**src/rtl/mips_fetch_pkg.sv**
```systemverilog
// Shared types, constants and address-field width helpers for the fetch stage.
package mips_fetch_pkg;

    typedef enum logic [0:0] {
        IDLE,
        REFILL
    } fetch_state_t;

    localparam logic [31:0] NOP_INSTR  = 32'h0;
    localparam int unsigned WORD_BYTES = 4;

    function automatic int unsigned off_width(int unsigned words_per_line);
        return $clog2(words_per_line);
    endfunction

    function automatic int unsigned idx_width(int unsigned lines);
        return $clog2(lines);
    endfunction

    // Tag takes every PC bit above the byte, offset and index fields.
    function automatic int unsigned tag_width(int unsigned lines, int unsigned words_per_line);
        return 32 - $clog2(WORD_BYTES) - $clog2(words_per_line) - $clog2(lines);
    endfunction

endpackage

```
**src/rtl/icache_array.sv**
```systemverilog
// Direct-mapped instruction cache storage: valid bits, tags and data words.
module icache_array
    import mips_fetch_pkg::*;
#(
    parameter int unsigned LINES          = 16,
    parameter int unsigned WORDS_PER_LINE = 4,
    parameter int unsigned IDX_W          = idx_width(LINES),
    parameter int unsigned OFF_W          = off_width(WORDS_PER_LINE),
    parameter int unsigned TAG_W          = tag_width(LINES, WORDS_PER_LINE)
) (
    input  logic             clk,
    input  logic             rst,
    input  logic [IDX_W-1:0] rd_index,
    input  logic [OFF_W-1:0] rd_offset,
    output logic             rd_valid,
    output logic [TAG_W-1:0] rd_tag,
    output logic [31:0]      rd_data,
    input  logic             wr_en,
    input  logic [IDX_W-1:0] wr_index,
    input  logic [OFF_W-1:0] wr_offset,
    input  logic [31:0]      wr_data,
    input  logic             install,
    input  logic [TAG_W-1:0] install_tag
);

    logic [LINES-1:0] valid_q;
    logic [TAG_W-1:0] tag_mem  [LINES];
    logic [31:0]      data_mem [LINES*WORDS_PER_LINE];

    assign rd_valid = valid_q[rd_index];
    assign rd_tag   = tag_mem[rd_index];
    assign rd_data  = data_mem[{rd_index, rd_offset}];

    always_ff @(posedge clk or posedge rst) begin
        if (rst) begin
            valid_q <= '0;
        end else if (install) begin
            valid_q[wr_index] <= 1'b1;
        end
    end

    // Tag and data contents are don't-care until the valid bit is set.
    always_ff @(posedge clk) begin
        if (wr_en) begin
            data_mem[{wr_index, wr_offset}] <= wr_data;
        end
        if (install) begin
            tag_mem[wr_index] <= install_tag;
        end
    end

endmodule

```
**src/rtl/icache_fetch.sv**
```systemverilog
// Instruction-fetch stage: PC register, direct-mapped cache lookup and line refill FSM.
module icache_fetch
    import mips_fetch_pkg::*;
#(
    parameter int unsigned LINES          = 16,
    parameter int unsigned WORDS_PER_LINE = 4,
    parameter logic [31:0] RESET_PC       = 32'h0000_0000
) (
    input  logic        clk,
    input  logic        rst,
    input  logic        stall,
    input  logic        redirect,
    input  logic [31:0] redirect_pc,
    output logic [31:0] ins,
    output logic [31:0] pc_out,
    output logic        hit,
    output logic        mem_req,
    output logic [31:0] mem_addr,
    input  logic [31:0] mem_rdata,
    input  logic        mem_valid
);

    localparam int unsigned IDX_W = idx_width(LINES);
    localparam int unsigned OFF_W = off_width(WORDS_PER_LINE);
    localparam int unsigned TAG_W = tag_width(LINES, WORDS_PER_LINE);
    localparam logic [OFF_W-1:0] LAST_BEAT = OFF_W'(WORDS_PER_LINE - 1);

    fetch_state_t     state_q, state_d;
    logic [31:0]      pc_q, pc_d;
    logic [OFF_W-1:0] cnt_q, cnt_d;
    logic             pend_q, pend_d;
    logic [31:0]      pend_pc_q, pend_pc_d;

    logic [IDX_W-1:0] pc_index;
    logic [OFF_W-1:0] pc_offset;
    logic [TAG_W-1:0] pc_tag;
    logic             rd_valid;
    logic [TAG_W-1:0] rd_tag;
    logic [31:0]      rd_data;
    logic             lookup_hit;
    logic             wr_en;
    logic             install;

    assign pc_offset  = pc_q[2 +: OFF_W];
    assign pc_index   = pc_q[2 + OFF_W +: IDX_W];
    assign pc_tag     = pc_q[31 -: TAG_W];
    assign lookup_hit = rd_valid && (rd_tag == pc_tag);

    icache_array #(
        .LINES          (LINES),
        .WORDS_PER_LINE (WORDS_PER_LINE),
        .IDX_W          (IDX_W),
        .OFF_W          (OFF_W),
        .TAG_W          (TAG_W)
    ) u_array (
        .clk         (clk),
        .rst         (rst),
        .rd_index    (pc_index),
        .rd_offset   (pc_offset),
        .rd_valid    (rd_valid),
        .rd_tag      (rd_tag),
        .rd_data     (rd_data),
        .wr_en       (wr_en),
        .wr_index    (pc_index),
        .wr_offset   (cnt_q),
        .wr_data     (mem_rdata),
        .install     (install),
        .install_tag (pc_tag)
    );

    always_ff @(posedge clk or posedge rst) begin
        if (rst) begin
            state_q   <= IDLE;
            pc_q      <= RESET_PC;
            cnt_q     <= '0;
            pend_q    <= 1'b0;
            pend_pc_q <= '0;
        end else begin
            state_q   <= state_d;
            pc_q      <= pc_d;
            cnt_q     <= cnt_d;
            pend_q    <= pend_d;
            pend_pc_q <= pend_pc_d;
        end
    end

    always_comb begin
        state_d   = state_q;
        pc_d      = pc_q;
        cnt_d     = cnt_q;
        pend_d    = pend_q;
        pend_pc_d = pend_pc_q;
        wr_en     = 1'b0;
        install   = 1'b0;
        hit       = 1'b0;
        ins       = NOP_INSTR;
        pc_out    = pc_q;
        mem_req   = 1'b0;
        mem_addr  = '0;

        unique case (state_q)
            IDLE: begin
                hit = lookup_hit;
                if (lookup_hit) begin
                    ins = rd_data;
                end
                if (redirect) begin
                    pc_d = redirect_pc;
                end else if (!lookup_hit) begin
                    state_d = REFILL;
                    cnt_d   = '0;
                end else if (!stall) begin
                    pc_d = pc_q + 32'(WORD_BYTES);
                end
            end
            REFILL: begin
                mem_req  = 1'b1;
                mem_addr = {pc_q[31:OFF_W+2], cnt_q, 2'b00};
                // Redirects arriving mid-refill are parked; the newest target wins.
                if (redirect) begin
                    pend_d    = 1'b1;
                    pend_pc_d = redirect_pc;
                end
                if (mem_valid) begin
                    wr_en = 1'b1;
                    cnt_d = cnt_q + 1'b1;
                    if (cnt_q == LAST_BEAT) begin
                        install = 1'b1;
                        state_d = IDLE;
                        pend_d  = 1'b0;
                        if (redirect) begin
                            pc_d = redirect_pc;
                        end else if (pend_q) begin
                            pc_d = pend_pc_q;
                        end
                    end
                end
            end
            default: state_d = IDLE;
        endcase
    end

endmodule
```
**config.mk**
```make
export PLATFORM = sky130hd
export DESIGN_NAME = icache_fetch
export DESIGN_NICKNAME = d
export VERILOG_FILES = /design/src/rtl/mips_fetch_pkg.sv /design/src/rtl/icache_array.sv /design/src/rtl/icache_fetch.sv
export SDC_FILE = /design/constraint.sdc
export NUM_CORES = 2
export LEC_CHECK = 0
export BUFFER_PORTS_ARGS = -buffer_cell sky130_fd_sc_hd__buf_2
export CAP_MARGIN = 5
export CORE_MARGIN = 1.5
export CORE_UTILIZATION = 50
export DETAILED_ROUTE_END_ITERATION = 16
export PLACE_DENSITY = 0.74
export SYNTH_ARGS = -nofsm -noshare
export SYNTH_HDL_FRONTEND = slang
export SYNTH_SLANG_ARGS = --single-unit
```
**constraint.sdc**
```tcl
create_clock -name clk -period 10.15 [get_ports clk]
set_input_delay 1.5225 -clock clk [delete_from_list [all_inputs] [get_ports clk]]
set_output_delay 1.5225 -clock clk [all_outputs]
set_load 0.05 [all_outputs]
```
==> results.toml <==
[run_status]
status = "finished, final reports clean"

[worst_setup_path]
crit_required_ps = 8630
worstSetupEndpointType = "primary output"
critPathMaxFanout = 117
rr_worst_depth = 12
cp_slowest_cell = "dfrtp_4"
crit_arrival_ps = 6660
cp_cell_sequence = "buf_12 -> nor2b_1 -> buf_4 -> a22oi_1 -> a21o_1 -> a2111oi_0 -> a31oi_1 -> a211oi_4 -> nand3_4 -> or2_2 -> a2111oi_2 -> buf_2"
critPathKind = "flop to primary output"
cp_slowest_stage_delay_ps = 870
startpoint_type = "flop"

[logic_synthesis]
ys_types = 82
ys_ff_latch = 2516
ys.warnings.count = 0
ys_seq_area_share_pct = 76.4
syn_area_mm2 = 0.0983
async_flop_share_pct = 3.34
synth_edf_count = 2432
syn_inst = 4498
synth_ff_type = "edfxtp_1"
syn_avg_cell_area_um2 = 21.9

[global_routing]
grt_pass1_vias = 49700
grt_max_degree = 125
overflow = 0
antenna_found_initial = 18
grt.total_usage_pct = 26.4
grt_pass1_wl_mm = 369

[clock_network]
htreeDepth = 4
numCtsBuffers = 233
clk_pin_slew_ps = 60
cts_tree = "built"
clk-insertion-delay-late_ps = 890
postCtsSetupBuffers = 0
cts_resized = 0
cts.sinks = 2516
cts_hold_buf = 0
clk_path_buf_depth = 3
ctsRootBufferMaster = "clkbuf_16"

[timing]
finalHoldViolCount = 0
relSlewSlack_pct = 12.9
setup_viol = 0
tns_ps = 0
min_period_ps = 8180
skew_ps = 37.3
rsz0062_at_grt = "no"
final_max_slew_viol_count = 0
worstMarginPinSlew_ps = 1310
period_share_pct = 80.6
fmax_mhz = 122
layout_setup_ws_ps = 1970

[cells_and_area]
layout-drive-gt1-share_pct = 30.5
layout_commonest_cell = "edfxtp_1"
area_delta_synth_final_pct = 12.8
nets = 4850
final_cell_mix = "edfxtp_1 (2432), mux4_2 (674), clkbuf_16 (235), buf_2 (164), nand2_1 (135)"

[route]
ant_nets = 0
num_vias = 49700
totalWireLength_mm = 262
drc_errors = 0
wire_per_inst_um = 34.4
firstDrtPassIters = 6
vias_per_cell = 6.53
drt_iter0_drc = 7371

[floorplan]
dieArea_mm2 = 0.199
die_h_um = 446
rows = 162
io_pins = 167
core_area_mm2 = 0.195
start_util_pct = 50.4
die_x_um = 446

[pwr]
vdd_drop_max_v = 0.000216
p_leak_nw = 34.9
power_density_mw_per_mm2 = 274

[hold_path]
hold_path.class = "flop to flop"
hold_depth = 1

[placement]
dpl_worst_slack_ps = 2950
dp_hpwl_mm = 147
numPortBuffers = 164
gp_congestion = 0.890

[job]
drv_cap = 0
==> metrics by stage <==
stage / instances / util [%] / hold WS [ps] / power [mW] / area (µm²)
6_report: 7612 / 56.8 / 463 / 30.4 / 111000
2_1_floorplan: 4499 / - / 434 / 18.5 / 98300
3_3_place_gp: 7168 / 52.8 / 446 / 21.5 / 103000
3_5_place_dp: 7168 / 52.8 / 449 / 21.6 / 103000
5_1_grt: 7604 / 56.8 / 480 / 31.2 / 111000
4_1_cts: 7603 / 56.8 / 465 / 30.4 / 111000
==> power by group <==
group	internal (mW)	switching [mW]
sequential	12.0	0.475
combinational	3.65	5.31
clock	5.07	3.83
==> routing by layer <==
layer,wire (µm),global-route usage [%],vias up
met5,78,0,-
met4,12300,11.3,14
met3,25500,5.10,580
met2,130000,43.5,3297
met1,93300,34.5,26300
li1,-,-,19500
==> Yosys cell counts (all sizes together), types with 13 or more instances <==
master  instances  area [µm²]
edfxtp       2432       73000
mux4          674       15200
nor2          161         604
clkbuf        147         552
nand2         136         510
buf           117         644
mux2i         108        1080
dfrtp          84        2100
mux2           66         747
o22ai          56         350
o21ai          51         255
a21oi          49         245
and2           38         238
a22oi          31         233
nor3           30         150
or2            30         190
nand3          23         128
xnor2          21         184
inv            18        67.6
nor2b          17         106
a31oi          16         100
and3           16         100
a221oi         15         138
nor4           13         111
==> registers in the layout, indices dropped and copies added (netlist names) <==
name,count
u_array.data_mem,2048
u_array.tag_mem,384
pc_out,32
pend_pc_q,32
u_array.valid_q,16
cnt_q,2
pend_q,1
state_q,1
==> kinds of logic (layout without fill, tap and decap cells) <==
group / Yosys count / after routing / share of synthesized area, %
flip-flops: 2516 / 2516 / 76.4
XOR/XNOR: 31 / 31 / 0.276
adder cells (fa/ha/maj): 2 / 2 / 0.0254
AND/OR/NAND/NOR: 503 / 503 / 2.44
other: 1 / 11 / 0.00381
AO/OA/AOI/OAI: 315 / 315 / 2.25
buffers and inverters: 282 / 762 / 1.29
multiplexers: 848 / 848 / 17.3
==> path summary, 6_finish.rpt <==
path                                     from                  to  slack, ps
min reg2reg                u_array.valid_q[2]  u_array.valid_q[2]        460
min in group asynchronous                 rst          pc_out[17]        680
min                        u_array.valid_q[2]  u_array.valid_q[2]        460
max in group asynchronous                 rst           pc_out[4]       8240
max                                 pc_out[4]             ins[16]       1970
max reg2reg                         pc_out[4]          pc_out[24]       4520
==> layout make-up <==
type                    count  area [µm²]
diodes                      9        22.5
clock buffers             274        6030
clock inverters           161        1800
fillers                 13700       84300
inverters                  18        77.6
multi-input cells        1701       22500
flip-flops and latches   2516       75200
well taps                2624        3280
repair buffers            309        2050
==> worst max-delay path, delay by kind of cell (launching register included) <==
family                 cells  cell delay, ps
AOI/OAI and AO/OA          6            2270
DFF                        1             870
and+or+nand+nor            3            1290
buffers and inverters      3            1270
(Power assumes the default switching activity.)
